## src/rtl/codificador_hamming_flujo.sv

```systemverilog
// Purpose: streaming SECDED (extended Hamming) encoder with optional error injection.
// Latency: 1 cycle from input handshake to salida_valida/salida_palabra.
// Backpressure: 2-entry buffer; entrada_lista drops only when both entries are full.
//
// Ports:
//   reloj, reinicio_n            clock, async active-low reset
//   entrada_valida/entrada_lista input handshake for dato_entrada, modo_error, pos_error
//   modo_error                   00 none, 01 flip pos_error, 10 flip pos_error and next, 11 none
//   salida_valida/salida_lista   output handshake for salida_palabra (oldest buffered word)
//   palabras_enviadas            wrapping count of completed output handshakes
module codificador_hamming_flujo #(
    parameter  int ANCHO_DATO     = 4,
    parameter  int ANCHO_CONTADOR = 16,
    // Smallest r with 2^r >= ANCHO_DATO + r + 1, for the legal range 1..57.
    localparam int PARIDADES      = (ANCHO_DATO <= 1)  ? 2 :
                                    (ANCHO_DATO <= 4)  ? 3 :
                                    (ANCHO_DATO <= 11) ? 4 :
                                    (ANCHO_DATO <= 26) ? 5 : 6,
    localparam int ANCHO_PALABRA  = ANCHO_DATO + PARIDADES + 1,
    localparam int ANCHO_POS      = $clog2(ANCHO_PALABRA)
) (
    input  logic                      reloj,
    input  logic                      reinicio_n,
    input  logic                      entrada_valida,
    output logic                      entrada_lista,
    input  logic [ANCHO_DATO-1:0]     dato_entrada,
    input  logic [1:0]                modo_error,
    input  logic [ANCHO_POS-1:0]      pos_error,
    output logic                      salida_valida,
    input  logic                      salida_lista,
    output logic [ANCHO_PALABRA-1:0]  salida_palabra,
    output logic [ANCHO_CONTADOR-1:0] palabras_enviadas
);

    // Number of data positions (non powers of two) strictly below Hamming position p;
    // this is the dato_entrada bit that lands on position p.
    function automatic int indice_dato(int p);
        int n;
        n = 0;
        for (int q = 1; q < p; q++) begin
            if ((q & (q - 1)) != 0) n++;
        end
        return n;
    endfunction

    // Positions (bit index = p-1) whose Hamming index has bit k set.
    function automatic logic [ANCHO_PALABRA-2:0] mascara_paridad(int k);
        logic [ANCHO_PALABRA-2:0] m;
        m = '0;
        for (int i = 0; i < ANCHO_PALABRA - 1; i++) begin
            if ((((i + 1) >> k) & 1) != 0)
                m = m | ({{(ANCHO_PALABRA-2){1'b0}}, 1'b1} << i);
        end
        return m;
    endfunction

    // ------------------------------------------------------------------ encoder
    logic [ANCHO_PALABRA-2:0] datos_pos;  // data bits placed, parity slots zero
    logic [ANCHO_PALABRA-1:0] codigo;

    for (genvar p = 1; p < ANCHO_PALABRA; p++) begin : g_pos
        if ((p & (p - 1)) == 0) begin : g_par
            localparam int K = $clog2(p);
            assign datos_pos[p-1] = 1'b0;
            assign codigo[p-1]    = ^(datos_pos & mascara_paridad(K));
        end else begin : g_dat
            localparam int IDX = indice_dato(p);
            assign datos_pos[p-1] = dato_entrada[IDX];
            assign codigo[p-1]    = datos_pos[p-1];
        end
    end
    assign codigo[ANCHO_PALABRA-1] = ^codigo[ANCHO_PALABRA-2:0];

    // ---------------------------------------------------------- error injection
    // One extra bit on the position so that out-of-range values can be compared
    // against ANCHO_PALABRA even when it is a power of two.
    localparam logic [ANCHO_POS:0]       ULTIMA = (ANCHO_POS+1)'(ANCHO_PALABRA - 1);
    localparam logic [ANCHO_PALABRA-1:0] UNO    = {{(ANCHO_PALABRA-1){1'b0}}, 1'b1};

    logic [ANCHO_POS:0]       pos_ext;
    logic [ANCHO_POS:0]       pos_sig;
    logic [ANCHO_PALABRA-1:0] volteo;
    logic [ANCHO_PALABRA-1:0] palabra_nueva;

    always_comb begin
        pos_ext = {1'b0, pos_error};
        pos_sig = (pos_ext == ULTIMA) ? '0 : pos_ext + 1'b1;
        volteo  = '0;
        if (pos_ext <= ULTIMA) begin
            case (modo_error)
                2'b01:   volteo = UNO << pos_ext;
                2'b10:   volteo = (UNO << pos_ext) | (UNO << pos_sig);
                default: volteo = '0;
            endcase
        end
        palabra_nueva = codigo ^ volteo;
    end

    // ------------------------------------------------------------ buffer control
    typedef enum logic [1:0] {VACIO, MEDIO, LLENO} estado_t;

    estado_t estado, estado_sig;
    logic    hs_entrada, hs_salida;
    logic    cargar_cabeza, cargar_cola, avanzar;

    assign entrada_lista = (estado != LLENO);
    assign salida_valida = (estado != VACIO);
    assign hs_entrada    = entrada_valida & entrada_lista;
    assign hs_salida     = salida_valida & salida_lista;

    always_ff @(posedge reloj or negedge reinicio_n) begin
        if (!reinicio_n) estado <= VACIO;
        else             estado <= estado_sig;
    end

    always_comb begin
        estado_sig    = estado;
        cargar_cabeza = 1'b0;
        cargar_cola   = 1'b0;
        avanzar       = 1'b0;
        case (estado)
            VACIO: begin
                if (hs_entrada) begin
                    cargar_cabeza = 1'b1;
                    estado_sig    = MEDIO;
                end
            end
            MEDIO: begin
                case ({hs_entrada, hs_salida})
                    2'b10: begin
                        cargar_cola = 1'b1;
                        estado_sig  = LLENO;
                    end
                    2'b01: estado_sig = VACIO;
                    // Head leaves and the new word becomes the head in the same edge.
                    2'b11: cargar_cabeza = 1'b1;
                    default: ;
                endcase
            end
            LLENO: begin
                if (hs_salida) begin
                    avanzar    = 1'b1;
                    estado_sig = MEDIO;
                end
            end
            default: estado_sig = VACIO;
        endcase
    end

    // Head register drives the output directly, so the word stays stable under backpressure.
    logic [ANCHO_PALABRA-1:0] cabeza, cola;

    always_ff @(posedge reloj or negedge reinicio_n) begin
        if (!reinicio_n) begin
            cabeza <= '0;
            cola   <= '0;
        end else begin
            if (cargar_cabeza)  cabeza <= palabra_nueva;
            else if (avanzar)   cabeza <= cola;
            if (cargar_cola)    cola   <= palabra_nueva;
        end
    end

    assign salida_palabra = cabeza;

    always_ff @(posedge reloj or negedge reinicio_n) begin
        if (!reinicio_n)    palabras_enviadas <= '0;
        else if (hs_salida) palabras_enviadas <= palabras_enviadas + 1'b1;
    end

endmodule

```

## config.mk

```make
export PLATFORM = sky130hd
export DESIGN_NAME = codificador_hamming_flujo
export DESIGN_NICKNAME = d
export VERILOG_FILES = /design/src/rtl/codificador_hamming_flujo.sv
export SDC_FILE = /design/constraint.sdc
export NUM_CORES = 1
export LEC_CHECK = 0
export CAP_MARGIN = 20
export CORE_AREA = 10 10 74 76
export CTS_BUF_LIST = sky130_fd_sc_hd__clkbuf_4 sky130_fd_sc_hd__clkbuf_8
export CTS_CLUSTER_SIZE = 8
export DETAILED_ROUTE_END_ITERATION = 10
export DIE_AREA = 0 0 84 86
export PLACE_DENSITY = 0.81
export SETUP_SLACK_MARGIN = 0.02
export SLEW_MARGIN = 40
export SYNTH_ARGS = -nofsm -noshare
export SYNTH_HDL_FRONTEND = slang
export SYNTH_SLANG_ARGS = --single-unit
```

## constraint.sdc

```tcl
create_clock -name reloj -period 1.6 [get_ports reloj]
set_clock_uncertainty 0.2 [all_clocks]
set_input_delay 0.32 -clock reloj [delete_from_list [all_inputs] [get_ports reloj]]
set_output_delay 0.32 -clock reloj [all_outputs]
set_load 0.01 [all_outputs]
```

==> results of run 1 <==
==> critical path, stage by stage <==
cell and delay (ns):
buf_8 0.10, ha_4 0.16, ha_4 0.15, and4b_4 0.34, a21oi_2 0.06, o21a_1 0.19
or3_4 0.34, a31oi_1 0.14
==> sequential cells by signal, indices dropped and copies added (netlist names) <==
name and flops:
cola 8, palabras_enviadas 16, salida_palabra 8, estado 2
==> cells by family (layout without fill, tap and decap cells) <==
family | after synthesis | after routing | share of synthesized area, %
simple gates | 70 | 70 | 18.7
flops | 34 | 34 | 45.0
compound gates | 31 | 31 | 9.99
xor+xnor | 28 | 28 | 13.0
buf+inv | 10 | 99 | 2.18
fa+ha+maj | 9 | 9 | 5.95
mux | 9 | 9 | 5.23
==> metrics by stage <==
step	utilization, %	hold WS [ns]
after floorplan	-	-0.176
after global placement	65.8	0.256
after detailed placement	65.8	0.268
after CTS	74.9	0.205
after global routing	77.9	0.213
final	77.9	0.191
==> routing by layer <==
| layer | global-route usage (%) | vias up | wire length (um) |
|---|---|---|---|
| li1 | - | 827 | - |
| met1 | 15.0 | 867 | 2220 |
| met2 | 29.3 | 63 | 3140 |
| met3 | 3.78 | 16 | 274 |
| met4 | 6.39 | 0 | 183 |
| met5 | 0 | - | 0 |
==> worst paths after layout <==
check | start | endpoint | slack (ns) | cells after the start
max in group asynchronous | reinicio_n | palabras_enviadas[12] | 0.82 | 2
worst max register to register | palabras_enviadas[6] | palabras_enviadas[15] | -0.09 | 6
min in group reloj | cola[6] | cola[6] | 0.28 | 2
worst min-delay path | reinicio_n | palabras_enviadas[7] | 0.19 | 2
worst min register to register | cola[6] | cola[6] | 0.28 | 2
worst max-delay path | pos_error[1] | salida_palabra[2] | -0.19 | 8
==> layout by cell type (no fill, tap or decap), types with 3 or more instances in the layout <==
cell type and count:
buf_4 37, dfrtp_1 31, dlygate4sd2_1 25, nand2_1 22
xnor2_1 13, nor2_1 10, a21oi_1 8, buf_6 8
xor2_1 6, o21ai_1 6, clkbuf_8 6, xnor2_2 5
inv_1 4, nor2_4 4, nor2b_1 4, o21ai_0 4
xor2_2 4, mux2_4 4, ha_1 4, ha_4 4
dlymetal6s2s_1 4, buf_12 4, nand4_1 3, nand3b_1 3
nand3_2 3, mux2_2 3, buf_2 3, dfrtp_2 3
==> area by class of cell <==
cell class                      instances  area [um^2]  share of cell area, %
Multi-Input combinational cell        147         1270                   41.0
Tap cell                               50         62.6                   2.02
Clock buffer                            7         90.1                   2.91
Inverter                                5         18.8                  0.607
Sequential cell                        34          855                   27.6
Timing Repair Buffer                   86          793                   25.7
Clock inverter                          1         5.00                  0.162
==> timing repair <==
action	4_1_cts	5_1_grt
resized for setup	99	25
endpoints found under the hold margin	0	0
pin swaps	36	21
setup buffers	14	6
setup endpoints to repair	53	32
==> power by group through the flow <==
stage               sequential (W)  combinational, W  clock, W
global placement           0.00126           0.00112         0
detailed placement         0.00127           0.00115         0
finish                     0.00125           0.00128  0.000670
global route               0.00128           0.00139  0.000730
CTS                        0.00124           0.00122  0.000674
floorplan                  0.00133          0.000455         0
==> flow_summary.toml, run 1 <==
[route]
num_vias = 1773
viasPerCell = 5.37
drtPass1Iterations = 4
wire_per_inst_um = 17.6
drt_iter0_drc = 87
drc = 0
routed_wl_mm = 5.82
ant_nets = 0

[critical_path]
critical_path_required_ns = 1.61
end_kind = "flip-flop"
arrival_ns = 1.80
start_kind = "input pin"
critPathMaxFanout = 3
critical_path_class = "input pin to flip-flop"

[die]
die_w_um = 84
dieArea_um2 = 7220
io_pins = 39
core_um2 = 3970
num_rows = 23
initial_core_util_pct = 47.6
die_h_um = 86

[power_and_ir_drop]
power-per-cell-area_nw_per_um2 = 1040
total_power_w = 0.00321
p_comb_share_pct = 40.0
p_int_w = 0.00212
p_seq_share_pct = 39.1
p_sw_w = 0.00109
pwr-share-clk_pct = 20.9
p_sw_share_pct = 33.9
peakVddDrop_mv = 0.480
p_leak_nw = 1.50

[clock_network]
cts_tree = "done"
postCtsHoldBufs = 0
insertion_delay_ns = 0.29
htreeDepth = 2
cts_buffers = 5
ctsLongestPathBuffers = 2
clk_pin_slew_ns = 0.07
clock-root-buffer = "clkbuf_8"
cts_num_sinks = 34

[placement]
hpwl_mm = 3.61
portBuffers = 38
post_dp_cell_area_um2 = 2610
pre_cts_slack_ns = -0.998
gp_congestion = 0.934
placed_cells = 303

[sta]
fin_crit_sh_pct = 112
max_clock_freq_mhz = 558
setup_viol = 19
hold_violations = 0
worst_slew_pin_slew_ns = 0.243
relSlewSlack_pct = 83.7
period_needed_ns = 1.79
setup_ws_ns = -0.193
tns_ns = -1.20
rsz0062_at_grt = "true"
finalMaxSlewViolations = 0

[final_layout]
layout.nets = 301
design_area_um2 = 3090
drive_above_1_share_pct = 41.1
fin_cells = 330
area_delta_synth_final_pct = 63.4
fillCellCount = 254
diodes = 0

[logic_synthesis]
synth_area_um2 = 1890
netlist.area_leader.share_pct = 45.0
ys.warnings.count = 0
synthCells = 191
synth_top_area_cell = "dfrtp_1"
seq_area_frac_synth_pct = 45.0
synth_flop_cell = "dfrtp_1"
ys_ff_latch = 34
synth.avg_cell_area_um2 = 9.90
async_flop_share_pct = 100
yosys.cell_types.count = 35
synth_nets = 213
synthTopCellsByArea = "dfrtp_1, xnor2_1, ha_1, nand2_1, xor2_1"
synth_common_cells = "dfrtp_1, nand2_1, xnor2_1, nor2_1, o21ai_0"
synth.most_common_cell = "dfrtp_1"
synth_edf_count = 0

[global_route]
antenna_found_initial = 0
grt_max_degree = 35
grt.overflow.total = 0
grtUsageTotal_pct = 15.2
grt_pass1_wl_mm = 9.09
grt_pass1_vias = 1904

[run_status]
violations = "setup timing"
outcome = "finished with violations"

[job]
drv_cap = 0

[min_path]
hold_path_class = "input pin to asynchronous set/reset pin"
No activity file was read; power rests on OpenSTA's default activity.
==> run 2: changes to the inputs <==
- CORE_AREA: 10 10 74 76 -> 10 10 100 58
- DIE_AREA: 0 0 84 86 -> 0 0 110 68
==> run 2 against run 1 <==
Effect of this change:
- the run still ends with setup timing left
- highest routed layer unchanged
- utilization down 2.8 points
- setup slack got worse by 0.16 ns
- register-to-register slack worse by 0.05 ns
- count of clock-buffer cells in the layout did not move
- wire length up 11%
- first-iteration DRC count is 20% higher
==> flow_summary.toml, run 2 (synthesis results as in run 1) <==
[run_status]
outcome = "finished with violations"
violations = "setup timing"

[route]
drc = 0
drtPass1Iterations = 4
drt_iter0_drc = 104
ant_nets = 0
viasPerCell = 5.26
routed_wl_mm = 6.44
wire_per_inst_um = 18.8
num_vias = 1803

[global_route]
antenna_found_initial = 0
top_usage_layer = "met2"
grt_pass1_vias = 1829
grt.overflow.total = 0
use_met2_pct = 28.4
met1_usage_pct = 19.9
grtUsageTotal_pct = 16.2
grt_pass1_wl_mm = 9.56
use_met3_pct = 3.94
grt_max_degree = 35

[sta]
max_clock_freq_mhz = 511
setup_viol = 19
worst_slew_pin_slew_ns = 0.490
period_needed_ns = 1.96
hold_violations = 0
setup_ws_ns = -0.355
relSlewSlack_pct = 67.0
finalMaxSlewViolations = 0
fin_crit_sh_pct = 122
tns_ns = -1.89
hold_ws_ns = 0.217
rsz0062_at_grt = "true"

[clock_network]
insertion_delay_ns = 0.28
postCtsHoldBufs = 0
clk_pin_slew_ns = 0.07
clock-root-buffer = "clkbuf_8"
htreeDepth = 2
cts_num_sinks = 34
cts_buffers = 5
cts_tree = "done"
ctsLongestPathBuffers = 2

[job]
drv_cap = 0

[critical_path]
cpPeakStageDelay_ns = 0.41
reg2regPathDepth = 7
start_kind = "input pin"
critPathTopFamily = "compound AO/OA/AOI/OAI gates"
r2r_start = "estado[0]"
arrival_ns = 1.89
path_buf_inv = 1
r2r-end = "salida_palabra[2]"
critical_path_required_ns = 1.54
critical_path_class = "input pin to flip-flop"
critPathMostFrequentCell = "ha_4"
critPathMaxFanout = 4
crit_chain = "buf_8, ha_4, ha_4, and4b_4, a21oi_2, o21a_1, o21ai_0, a31oi_4"
crit_path_top_delay_cell = "o21ai_0"
r2r_slack_ns = -0.14
end_kind = "flip-flop"

[die]
die_h_um = 68
core_um2 = 4150
io_pins = 39
dieArea_um2 = 7480
num_rows = 17
initial_core_util_pct = 45.6
die_w_um = 110

[placement]
hpwl_mm = 4.09
gp_congestion = 0.925
portBuffers = 38
pre_cts_slack_ns = -0.971

[final_layout]
layout.nets = 307
largest_register = "palabras_enviadas"
final_common_cell = "buf_4"
largest_reg_flops = 16
fillCellCount = 242
diodes = 0
area_delta_synth_final_pct = 64.5
drive_above_1_share_pct = 43.7
final_cell_mix = "buf_4, dfrtp_1, dlygate4sd2_1"
utilization_pct = 75.0

[power_and_ir_drop]
p_leak_nw = 1.44
total_power_w = 0.00340
peakVddDrop_mv = 0.979
power-per-cell-area_nw_per_um2 = 1090

[min_path]
hold_path_class = "input pin to asynchronous set/reset pin"
[run 2: cell types whose count changed in the layout (fill, tap and decap cells not counted), sizes merged]
cell / delta
buf: +7
clkdlybuf4s15: +1
dlygate4sd2: +1
dlymetal6s2s: -3
[run 2: power by group]
group	internal [W]	switching [W]
logic	0.000738	0.000701
registers	0.00110	0.000172
clock network	0.000364	0.000317
total	0.00220	0.00119
[run 2: worst max path at each step]
stage | from | end | cells after the start
after floorplan | pos_error[0] | salida_palabra[2] | 7
after global placement | pos_error[0] | cola[2] | 8
after detailed placement | pos_error[0] | cola[2] | 8
after CTS | pos_error[1] | cola[2] | 8
after global routing | pos_error[1] | cola[2] | 8
final | pos_error[1] | cola[2] | 8
[run 2: layout make-up]
cell class / instances / area, um^2 / share of cell area [%]
Clock buffer: 7 / 90.1 / 2.90
Clock inverter: 1 / 5.00 / 0.161
Inverter: 5 / 21.3 / 0.684
Multi-Input combinational cell: 147 / 1250 / 40.2
Sequential cell: 34 / 856 / 27.5
Tap cell: 57 / 71.3 / 2.29
Timing Repair Buffer: 92 / 817 / 26.3
[run 2: stage by stage]
stage	instances	instance area, um^2
after floorplan	191	1940
after global placement	316	2640
after detailed placement	316	2640
after CTS	334	2930
after global routing	343	3110
final	343	3110
[run 2: metal layers]
metal / part of all wire [%] / wire [um] / vias up
met3: 5.4 / 345 / 12
met2: 51 / 3290 / 60
met4: 2.2 / 144 / 0
met1: 41 / 2660 / 891
met5: 0 / 0 / -
li1: - / - / 840
[run 2: timing repair]
item	in CTS	in global routing
setup buffers	10	10
endpoints found under the setup margin	52	34
resized for setup	104	29
pin swaps	26	25
==> run 3: changes to the inputs <==
- ABC_AREA: unset -> 1
- CORE_AREA: 10 10 100 58 -> 4 4 99 54
- DIE_AREA: 0 0 110 68 -> 0 0 103 58
==> run 3 against run 2 <==
Effect of this change:
- the flow still finishes with violations (setup timing)
- die area fell by 20%
- synthesized cell count rose by 50%
- wire length fell by 9.4%
- count of clock-buffer cells in the layout did not move
- non-clock buffer count fell by 6
- via count rose by 22%
- combinational power rose by 4%
- setup slack improved by 0.31 ns
- utilization fell by 0.094 points
- register-to-register slack improved by 0.09 ns
- critical path depth did not move
- critical endpoint is now palabras_enviadas[13]
- largest cell class unchanged
==> flow_summary.toml, run 3 <==
[clock_network]
cts_buffers = 5
insertion_delay_ns = 0.29
cts_num_sinks = 34
clock-root-buffer = "clkbuf_8"
ctsLongestPathBuffers = 2
postCtsHoldBufs = 0
cts_tree = "done"
clk_pin_slew_ns = 0.07
htreeDepth = 2

[global_route]
grtUsageTotal_pct = 20.6
grt_pass1_wl_mm = 9.76
antenna_found_initial = 0
grt_pass1_vias = 2265
grt.overflow.total = 0
grt_max_degree = 35

[sta]
worst_slew_pin_slew_ns = 0.265
setup_viol = 7
hold_ws_ns = 0.195
fin_crit_sh_pct = 103
rsz0062_at_grt = "true"
period_needed_ns = 1.65
hold_violations = 0
tns_ns = -0.209
max_clock_freq_mhz = 607
finalMaxSlewViolations = 0
relSlewSlack_pct = 82.3
setup_ws_ns = -0.0476

[critical_path]
end_kind = "flip-flop"
arrival_ns = 1.62
start_kind = "flip-flop"
crit_chain = "buf_6, nor2_4, buf_6, nor2_8, nand3b_4, nor2_4, nand3_2, xnor2_1"
cpPeakStageDelay_ns = 0.40
critical_path_required_ns = 1.57
critPathMaxFanout = 4
crit_path_top_delay_cell = "dfrtp_1"
path_buf_inv = 2
critical_path_class = "flip-flop to flip-flop"
critPathTopFamily = "simple AND/OR/NAND/NOR gates"

[final_layout]
layout.nets = 400
diodes = 0
area_delta_synth_final_pct = 52.8
final_cell_mix = "nand2_1, buf_4, dfrtp_1"
fin_cells = 436
design_area_um2 = 3280
multiInputGateArea_um2 = 1360
seq_area_um2 = 851
largest_reg_flops = 16
fillCellCount = 324
final_common_cell = "nand2_1"
drive_above_1_share_pct = 33.2
largest_register = "palabras_enviadas"

[placement]
pre_cts_slack_ns = -0.596
gp_congestion = 0.888
placed_cells = 415
hpwl_mm = 3.97
portBuffers = 38
post_dp_cell_area_um2 = 2880

[die]
initial_core_util_pct = 49.0
die_h_um = 58
num_rows = 17
die_w_um = 103
core_um2 = 4380
dieArea_um2 = 5970
io_pins = 39

[logic_synthesis]
synth_area_um2 = 2150
yosys.cell_types.count = 29
synth_nets = 308
seq_area_frac_synth_pct = 39.6
synth_common_cells = "nand2_1, nand3_1, inv_1, dfrtp_1, nor2_1"
synth_flop_cell = "dfrtp_1"
ys_ff_latch = 34
ys.warnings.count = 0
synthCells = 286
async_flop_share_pct = 100
netlist.area_leader.share_pct = 39.6
synth_edf_count = 0
synth.avg_cell_area_um2 = 7.51
synth.most_common_cell = "nand2_1"
synth_top_area_cell = "dfrtp_1"
synthTopCellsByArea = "dfrtp_1, nand2_1, nand3_1, inv_1, ha_1"

[power_and_ir_drop]
p_sw_w = 0.00129
peakVddDrop_mv = 0.470
pwr-share-clk_pct = 19.8
p_comb_share_pct = 43.3
p_sw_share_pct = 37.3
p_int_w = 0.00217
p_seq_share_pct = 36.9
power-per-cell-area_nw_per_um2 = 1050
p_leak_nw = 1.73

[route]
drtPass1Iterations = 4
num_vias = 2208
viasPerCell = 5.06
ant_nets = 0
drc = 0
routed_wl_mm = 5.83
drt_iter0_drc = 138
wire_per_inst_um = 13.4

[run_status]
outcome = "finished with violations"
violations = "setup timing"

[job]
drv_cap = 0

[min_path]
hold_path_class = "input pin to asynchronous set/reset pin"
## run 3: changes by cell type in the layout (fill, tap and decap cells not counted), sizes merged, moves of 4 or more
cell and change:
nand3 +32, nand2 +75, dlygate4sd2 +5, a21oi -8
buf -9, xnor2 -12, inv +37, nor3 +6
nor2b -4, o21ai -6, mux2 -6
## run 3: power by group through the flow
stage / clock (W) / sequential [W] / combinational [W]
after detailed placement: 0 / 0.00131 / 0.00135
after global routing: 0.000745 / 0.00131 / 0.00166
after floorplan: 0 / 0.00138 / 0.000565
final: 0.000685 / 0.00128 / 0.00150
after global placement: 0 / 0.00130 / 0.00131
after CTS: 0.000697 / 0.00127 / 0.00140
## run 3: per-layer routing
layer	vias to the layer above	wire, um	track usage (%)
met5	-	0	0
met4	0	68	7.75
met3	7	236	4.21
met2	52	3220	39.8
met1	1064	2310	22.0
li1	1085	-	-
## run 3: final timing paths
kind	slack [ns]	startpoint	endpoint	cells after the start
min in group reloj	0.27	palabras_enviadas[15]	palabras_enviadas[15]	1
hold reg to reg	0.27	palabras_enviadas[15]	palabras_enviadas[15]	1
setup reg to reg	-0.05	estado[1]	palabras_enviadas[13]	8
setup / recovery	-0.05	estado[1]	palabras_enviadas[13]	8
hold / removal	0.20	reinicio_n	salida_palabra[7]	2
max in group asynchronous	0.83	reinicio_n	palabras_enviadas[10]	2
## run 3: timing repair
item	in CTS	in global routing
gates cloned	2	0
pin swaps	15	15
endpoints found under the setup margin	46	30
setup buffers	9	2
endpoints found under the hold margin	0	0
resized for setup	87	28
## run 3: kinds of logic after synthesis
| group | after synthesis | synth area share (%) |
|---|---|---|
| buffers and inverters | 46 | 8.21 |
| AOI/OAI and AO/OA | 9 | 2.33 |
| xor gates and xnor gates | 17 | 6.93 |
| adders and majority gates | 9 | 5.24 |
| DFF | 34 | 39.6 |
| and+or+nand+nor | 170 | 37.2 |
| muxes | 1 | 0.524 |
## run 3: cell type report
type / instances / area share [%]
clock inverter: 1 / 0.152
inverter: 44 / 5.14
sequential: 34 / 25.9
timing repair buffer: 86 / 22.1
timing repair inverter: 1 / 0.229
multi-input combinational: 206 / 41.5
clock buffer: 7 / 2.74
tap: 57 / 2.17
## run 3: stage by stage
| stage | total power [W] | utilization [%] |
|---|---|---|
| finish | 0.00346 | 74.9 |
| global route | 0.00371 | 74.9 |
| CTS | 0.00337 | 72.6 |
| detailed placement | 0.00266 | 65.6 |
| global placement | 0.00261 | 65.6 |
| floorplan | 0.00195 | - |
## run 3: worst register-to-register path, stage by stage (launching register included)
cell      delay, ns
dfrtp_1        0.40
buf_6          0.12
nor2_4         0.03
buf_6          0.11
nor2_8         0.12
nand3b_4       0.11
nor2_4         0.19
nand3_2        0.09
xnor2_1        0.14
